[src/rtl/hub75_pkg.sv]
`default_nettype none
// +----------------------------------------------------------------------------+
// | hub75_pkg: shared constants and types for the HUB75 panel-side receiver     |
// | Rev 1.0                                                                     |
// +----------------------------------------------------------------------------+
package hub75_pkg;

  localparam int COLS    = 64;
  localparam int COL_W   = 6;
  localparam int ROW_W   = 5;
  localparam int PLANE_W = 2;

  typedef struct packed {
    logic [2:0] rgb0;
    logic [2:0] rgb1;
  } pixel_t;

  typedef enum logic [0:0] {
    IDLE = 1'b0,
    DUMP = 1'b1
  } rx_state_t;

endpackage
`default_nettype wire

[src/rtl/hub75_sync_edge.sv]
`default_nettype none
// +----------------------------------------------------------------------------+
// | hub75_sync_edge: synchronizer, rising-edge detect, post-reset edge blanking |
// | Rev 1.0                                                                     |
// +----------------------------------------------------------------------------+
module hub75_sync_edge #(
  parameter int   STAGES  = 2,
  parameter logic RST_VAL = 1'b0
) (
  input  logic clk,
  input  logic rst,
  input  logic d,
  output logic q,
  output logic rise
);

  localparam int                c_BLANK_W = $clog2(STAGES + 2);
  localparam logic [c_BLANK_W-1:0] c_BLANK = c_BLANK_W'(STAGES + 1);

  logic [STAGES-1:0]    r_sync;
  logic                 r_prev;
  logic [c_BLANK_W-1:0] r_blank;

  always_ff @(posedge clk) begin
    if (rst) begin
      r_sync  <= {STAGES{RST_VAL}};
      r_prev  <= RST_VAL;
      r_blank <= '0;
    end else begin
      r_sync <= {r_sync[STAGES-2:0], d};
      r_prev <= r_sync[STAGES-1];
      if (r_blank != c_BLANK) r_blank <= r_blank + 1'b1;
    end
  end

  // Edges are suppressed until the chain has flushed its reset contents.
  assign q    = r_sync[STAGES-1];
  assign rise = q & ~r_prev & (r_blank == c_BLANK);

endmodule
`default_nettype wire

[src/rtl/hub75_rx_capture.sv]
`default_nettype none
// +----------------------------------------------------------------------------+
// | hub75_rx_capture: rebuilds HUB75 lines and dumps them into a plane RAM      |
// | Rev 1.0                                                                     |
// +----------------------------------------------------------------------------+
module hub75_rx_capture
  import hub75_pkg::*;
#(
  parameter int SYNC_STAGES = 2,
  parameter bit LATCH_POL   = 1'b1,
  parameter int OE_W        = 16
) (
  input  logic                             clk,
  input  logic                             rst,
  input  logic                             lp_clk,
  input  logic                             latch,
  input  logic                             noe,
  input  logic [ROW_W-1:0]                 row,
  input  logic [2:0]                       rgb0,
  input  logic [2:0]                       rgb1,
  output logic                             wr_en,
  output logic [PLANE_W+ROW_W+COL_W-1:0]   wr_addr,
  output logic [5:0]                       wr_data,
  output logic                             frame_start,
  output logic                             col_err,
  output logic                             ovr_err,
  input  logic                             clr_err,
  output logic [OE_W-1:0]                  oe_cycles
);

  localparam int                   c_CNT_W    = COL_W + 1;
  localparam int                   c_BUS_W    = ROW_W + 6;
  localparam logic [c_CNT_W-1:0]   c_COLS     = c_CNT_W'(COLS);
  localparam logic [COL_W-1:0]     c_LAST_COL = COL_W'(COLS - 1);

  logic w_lp_q, w_lp_rise, w_lat_q, w_lat_rise, w_noe_q, w_noe_rise, w_unused;

  hub75_sync_edge #(.STAGES(SYNC_STAGES), .RST_VAL(1'b0)) u_sync_lp (
    .clk(clk), .rst(rst), .d(lp_clk), .q(w_lp_q), .rise(w_lp_rise)
  );
  hub75_sync_edge #(.STAGES(SYNC_STAGES), .RST_VAL(1'b0)) u_sync_lat (
    .clk(clk), .rst(rst), .d(LATCH_POL ? latch : ~latch), .q(w_lat_q), .rise(w_lat_rise)
  );
  hub75_sync_edge #(.STAGES(SYNC_STAGES), .RST_VAL(1'b1)) u_sync_noe (
    .clk(clk), .rst(rst), .d(noe), .q(w_noe_q), .rise(w_noe_rise)
  );
  assign w_unused = ^{w_lp_q, w_lat_q, w_noe_rise};

  logic [SYNC_STAGES-1:0][c_BUS_W-1:0] r_bus_sync;
  logic [c_BUS_W-1:0]                  w_bus;
  logic [ROW_W-1:0]                    w_row;
  pixel_t                              w_pix_now, r_pix_d;

  always_ff @(posedge clk) begin
    if (rst) begin
      r_bus_sync <= '0;
      r_pix_d    <= '0;
    end else begin
      r_bus_sync <= {r_bus_sync[SYNC_STAGES-2:0], {row, rgb0, rgb1}};
      r_pix_d    <= w_pix_now;
    end
  end

  assign w_bus     = r_bus_sync[SYNC_STAGES-1];
  assign w_row     = w_bus[c_BUS_W-1:6];
  assign w_pix_now = pixel_t'(w_bus[5:0]);

  rx_state_t            r_state, w_state_next;
  pixel_t               r_line [COLS];
  pixel_t               r_hold [COLS];
  logic [c_CNT_W-1:0]   r_shift_cnt, w_cnt_after;
  logic                 r_drop;
  logic [ROW_W-1:0]     r_hold_row, r_last_row;
  logic [PLANE_W-1:0]   r_hold_plane, r_plane, w_plane_next;
  logic                 r_last_row_valid;
  logic [COL_W-1:0]     r_col, w_shift_idx;
  logic [OE_W-1:0]      r_oe_cnt, r_oe_cycles;
  logic                 r_col_err, r_ovr_err;
  logic                 w_drop, w_shift, w_accept, w_reject, w_short;

  assign w_drop       = w_lp_rise && (r_shift_cnt == c_COLS);
  assign w_shift      = w_lp_rise && !w_drop;
  assign w_shift_idx  = r_shift_cnt[COL_W-1:0];
  assign w_cnt_after  = r_shift_cnt + {{COL_W{1'b0}}, w_shift};
  assign w_accept     = w_lat_rise && (r_state == IDLE);
  assign w_reject     = w_lat_rise && (r_state == DUMP);
  // Overflowing shifts saturate the counter, so remember them separately.
  assign w_short      = (w_cnt_after != c_COLS) || r_drop || w_drop;
  assign w_plane_next = (r_last_row_valid && (w_row == r_last_row)) ? r_plane + 1'b1 : '0;

  always_ff @(posedge clk) begin
    if (rst) begin
      r_line <= '{default: '0};
      r_hold <= '{default: '0};
    end else begin
      if (w_shift) r_line[w_shift_idx] <= r_pix_d;
      if (w_accept) begin
        r_hold <= r_line;
        if (w_shift) r_hold[w_shift_idx] <= r_pix_d;
      end
    end
  end

  always_ff @(posedge clk) begin
    if (rst) begin
      r_state          <= IDLE;
      r_shift_cnt      <= '0;
      r_drop           <= 1'b0;
      r_hold_row       <= '0;
      r_hold_plane     <= '0;
      r_last_row       <= '0;
      r_plane          <= '0;
      r_last_row_valid <= 1'b0;
      r_col            <= '0;
      r_oe_cnt         <= '0;
      r_oe_cycles      <= '0;
      r_col_err        <= 1'b0;
      r_ovr_err        <= 1'b0;
    end else begin
      r_state <= w_state_next;
      r_col   <= (r_state == DUMP) ? r_col + 1'b1 : '0;

      if (w_lat_rise) begin
        r_shift_cnt <= '0;
        r_drop      <= 1'b0;
        r_oe_cycles <= r_oe_cnt;
        r_oe_cnt    <= '0;
      end else begin
        r_shift_cnt <= w_cnt_after;
        r_drop      <= r_drop | w_drop;
        if (!w_noe_q && (r_oe_cnt != {OE_W{1'b1}})) r_oe_cnt <= r_oe_cnt + 1'b1;
      end

      if (w_accept) begin
        r_hold_row       <= w_row;
        r_hold_plane     <= w_plane_next;
        r_plane          <= w_plane_next;
        r_last_row       <= w_row;
        r_last_row_valid <= 1'b1;
      end

      if (clr_err) begin
        r_col_err <= 1'b0;
        r_ovr_err <= 1'b0;
      end
      if (w_accept && w_short) r_col_err <= 1'b1;
      if (w_reject)            r_ovr_err <= 1'b1;
    end
  end

  always_comb begin
    w_state_next = r_state;
    wr_en        = 1'b0;
    wr_addr      = '0;
    wr_data      = '0;
    frame_start  = 1'b0;
    case (r_state)
      IDLE: if (w_lat_rise) w_state_next = DUMP;
      DUMP: begin
        wr_en       = 1'b1;
        wr_addr     = {r_hold_plane, r_hold_row, r_col};
        wr_data     = r_hold[r_col];
        frame_start = (r_col == '0) && (r_hold_row == '0) && (r_hold_plane == '0);
        if (r_col == c_LAST_COL) w_state_next = IDLE;
      end
      default: w_state_next = IDLE;
    endcase
  end

  assign col_err   = r_col_err;
  assign ovr_err   = r_ovr_err;
  assign oe_cycles = r_oe_cycles;

endmodule
`default_nettype wire

[config.mk]
export PLATFORM = sky130hd
export DESIGN_NAME = hub75_rx_capture
export DESIGN_NICKNAME = d
export VERILOG_FILES = /design/src/rtl/hub75_pkg.sv /design/src/rtl/hub75_sync_edge.sv /design/src/rtl/hub75_rx_capture.sv
export SDC_FILE = /design/constraint.sdc
export NUM_CORES = 2
export LEC_CHECK = 0
export CAP_MARGIN = 15
export CORE_ASPECT_RATIO = 1.25
export CORE_MARGIN = 3
export CORE_UTILIZATION = 40
export DETAILED_ROUTE_END_ITERATION = 8
export PLACE_DENSITY = 0.58
export SLEW_MARGIN = 20
export SYNTH_ARGS = -nofsm -noshare
export SYNTH_HDL_FRONTEND = slang
export SYNTH_SLANG_ARGS = --single-unit
[constraint.sdc]
create_clock -name clk -period 3.04 [get_ports clk]
set_clock_uncertainty 0.05 [all_clocks]
set_input_delay 0.456 -clock clk [delete_from_list [all_inputs] [get_ports clk]]
set_output_delay 0.456 -clock clk [all_outputs]
set_load 0.03 [all_outputs]
==> impl_metrics.tcl <==
set metrics [dict create \
    netlist_area_um2 33400 \
    avgViaCountPerCell 5.26 \
    core_um2 82100 \
    synth_area_leaders "dfxtp_1, mux2i_1, nor2_1" \
    nNetsFinal 3314 \
    internal_power_mw 18.1 \
    power_density_nw_per_um2 592 \
    drt_pass1_iterations 7 \
    ys.warnings.count 0 \
    layout-drive-gt1-share_pct 13.5 \
    grt_pass1_vias 22500 \
    holdCritPathClass "in -> reg" \
    synth-edff-count 0 \
    wl_per_cell_um 19.0 \
    area_growth_pct 16.1 \
    cp-start-kind "flop" \
    sw_frac_of_total_pct 21.4 \
    pwr-share-comb_pct 2.8 \
    worst_pin_slew_ns 0.784 \
    postSynth.asyncResetShare_pct 0 \
    antenna_found_initial 0 \
    io_buffers 55 \
    worst_slack_ns -0.537 \
    post-route-min-period_ns 3.58 \
    p_clk_share_pct 47.0 \
    hpwlAfterDp_um 52800 \
    synth_top_area_share_pct 51.8 \
    die_width_um 265 \
    cts_tree "built" \
    htree_levels 3 \
    fill_cells 7625 \
    syn_inst 3299 \
    ios 56 \
    cts_root_buf "clkbuf_16" \
    required_ns 2.53 \
    first_iter_violations 1525 \
    p_leak_nw 14.1 \
    synth_top_area_cell "dfxtp_1" \
    ys_seq_area_share_pct 51.8 \
    grt.total_usage_pct 19.2 \
    final_common_cell "dfxtp_1" \
    clkLatencyLatePin_ns 0.64 \
    setup.worst_path.end_class "primary output" \
    die_h_um 329 \
    grt_pass1_wl_um 133000 \
    rows 117 \
    grt_max_degree 139 \
    vias 23300 \
    synth_fp_nets 3324 \
    ys_seq_elements 865 \
    clockBufferDepth 3 \
    max-vdd-ir-drop_uv 443 \
    finalCritPeriodShare_pct 118 \
    max-slew-margin-rel_pct 47.7 \
    finalMaxSlewViolations 0 \
    power_mw 23.0 \
    final_cell_mix "dfxtp_1, nor2_1, mux2i_1" \
    finalSetupViolations 6 \
    clock_sinks 865 \
    place_congestion 0.823 \
    grt_setup_unrepaired "true" \
    avgSynthCellArea_um2 10.1 \
    hold_violations 0 \
    crit_fanout 5 \
    antenna-diode-count 0 \
    crit_type "reg -> out" \
    worstPathArrival_ns 3.07 \
    violations "setup timing" \
    die-area_um2 87100 \
    wl_um 84100 \
    gr-total-overflow 0 \
    synth-main-ff-cell "dfxtp_1" \
    drc 0 \
    ys_types 63 \
    switching_power_mw 4.92 \
    cts_buffers 83 \
    max_freq_mhz 280 \
    status "finished with violations" \
    seqPwrFrac_pct 50.2 \
    whs_ns 0.168 \
    initial_core_util_pct 40.7 \
    cts.clk_slew.worst_paths_ns 0.06 \
    ant_nets 0 \
    maxCapViolCount 0 \
]
routing by layer:
layer	wire length, µm	up-vias	share of wire (%)	GRT usage, %
met5	0	-	0	0
met4	2140	0	2.5	6.12
met3	2760	105	3.3	2.20
met2	41000	353	49	33.0
met1	38200	11300	45	25.4
li1	-	11500	-	-
worst paths after layout:
check | start | to | slack [ns] | cells after the start
setup / recovery | r_col[0]$_SDFF_PP0_ | wr_data[4] | -0.54 | 9
hold / removal | rst | ovr_err$_SDFFE_PP0P_ | 0.17 | 2
setup reg to reg | u_sync_lp.r_blank[0]$_SDFFE_PP0P_ | col_err$_SDFFE_PP0P_ | 0.35 | 10
hold reg to reg | r_bus_sync[1]$_SDFF_PP0_ | w_bus[1]$_SDFF_PP0_ | 0.38 | 1
cell families after synthesis:
group	after synthesis	share of synthesized area, %
DFF	865	51.8
adders and majority gates	8	0.300
xor gates and xnor gates	25	0.655
buffers and inverters	297	3.91
and+or+nand+nor	1100	14.0
muxes	514	18.5
AOI/OAI and AO/OA	490	10.8
flip-flops by register name, summed over array words and instances, names as in the netlist, 5 cells and up:
signal,flops
r_hold,384
r_shift_cnt,7
r_line,384
r_oe_cnt,16
r_col,6
w_bus,11
r_pix_d,6
r_last_row,5
r_bus_sync,11
oe_cycles,16
repair_timing:
item / in CTS / in global routing
pin swaps: 15 / 7
hold buffers: 0 / 0
endpoints found under the setup margin: 8 / 7
endpoints found under the hold margin: 0 / 0
cloned: 3 / 0
gates resized for setup: 66 / 7
setup buffers: 23 / 8
cells in the mapped netlist (10+ instances only):
cell type,n
a22oi_1,10
nand2_1,100
o22ai_1,10
and2_1,12
clkbuf_1,186
nand3_1,18
nor3_1,12
nor2_2,22
inv_1,11
a21oi_1,30
nor2b_1,49
a211oi_1,399
buf_1,29
dfxtp_1,865
mux2i_1,431
buf_2,52
mux4_2,83
nor2_1,819
xnor2_1,17
power groups by stage:
stage	Combinational (mW)	Sequential, mW	Clock (mW)
floorplan	0.468	11.8	0
global placement	0.625	11.8	0
detailed placement	0.634	11.8	0
CTS	0.649	11.5	11.1
global route	0.716	11.5	11.5
finish	0.643	11.5	10.8
area by class of cell:
class / instances / area (µm²) / share of cell area, %
clock inverter: 31 / 420 / 1.08
timing repair buffer: 190 / 2110 / 5.43
sequential: 865 / 17300 / 44.7
inverter: 12 / 45.0 / 0.116
multi-input combinational: 2137 / 15100 / 39.0
clock buffer: 116 / 2440 / 6.28
tap: 1071 / 1340 / 3.45
worst max-delay path: stages (launching register included):
cell and delay, ns:
dfxtp_4 0.43, buf_12 0.14, buf_8 0.11, mux4_2 0.49, mux2i_1 0.19, mux2i_2 0.14, a2111oi_4 0.46, buf_4 0.21
a2111oi_4 0.04, buf_4 0.20
per-stage QoR:
stage               utilization [%]  setup slack [ns]  cell area, µm²  setup TNS (ns)  std cells
floorplan                         -             0.294           33400               0       3299
global placement               42.9            -0.512           35200          -0.973       4246
detailed placement             42.9            -0.506           35200          -0.947       4246
CTS                            47.1            -0.603           38700           -3.20       4414
global route                   47.3            -0.592           38800           -3.03       4422
finish                         47.3            -0.537           38800           -2.69       4422
Power figures use the tool's default switching activity.
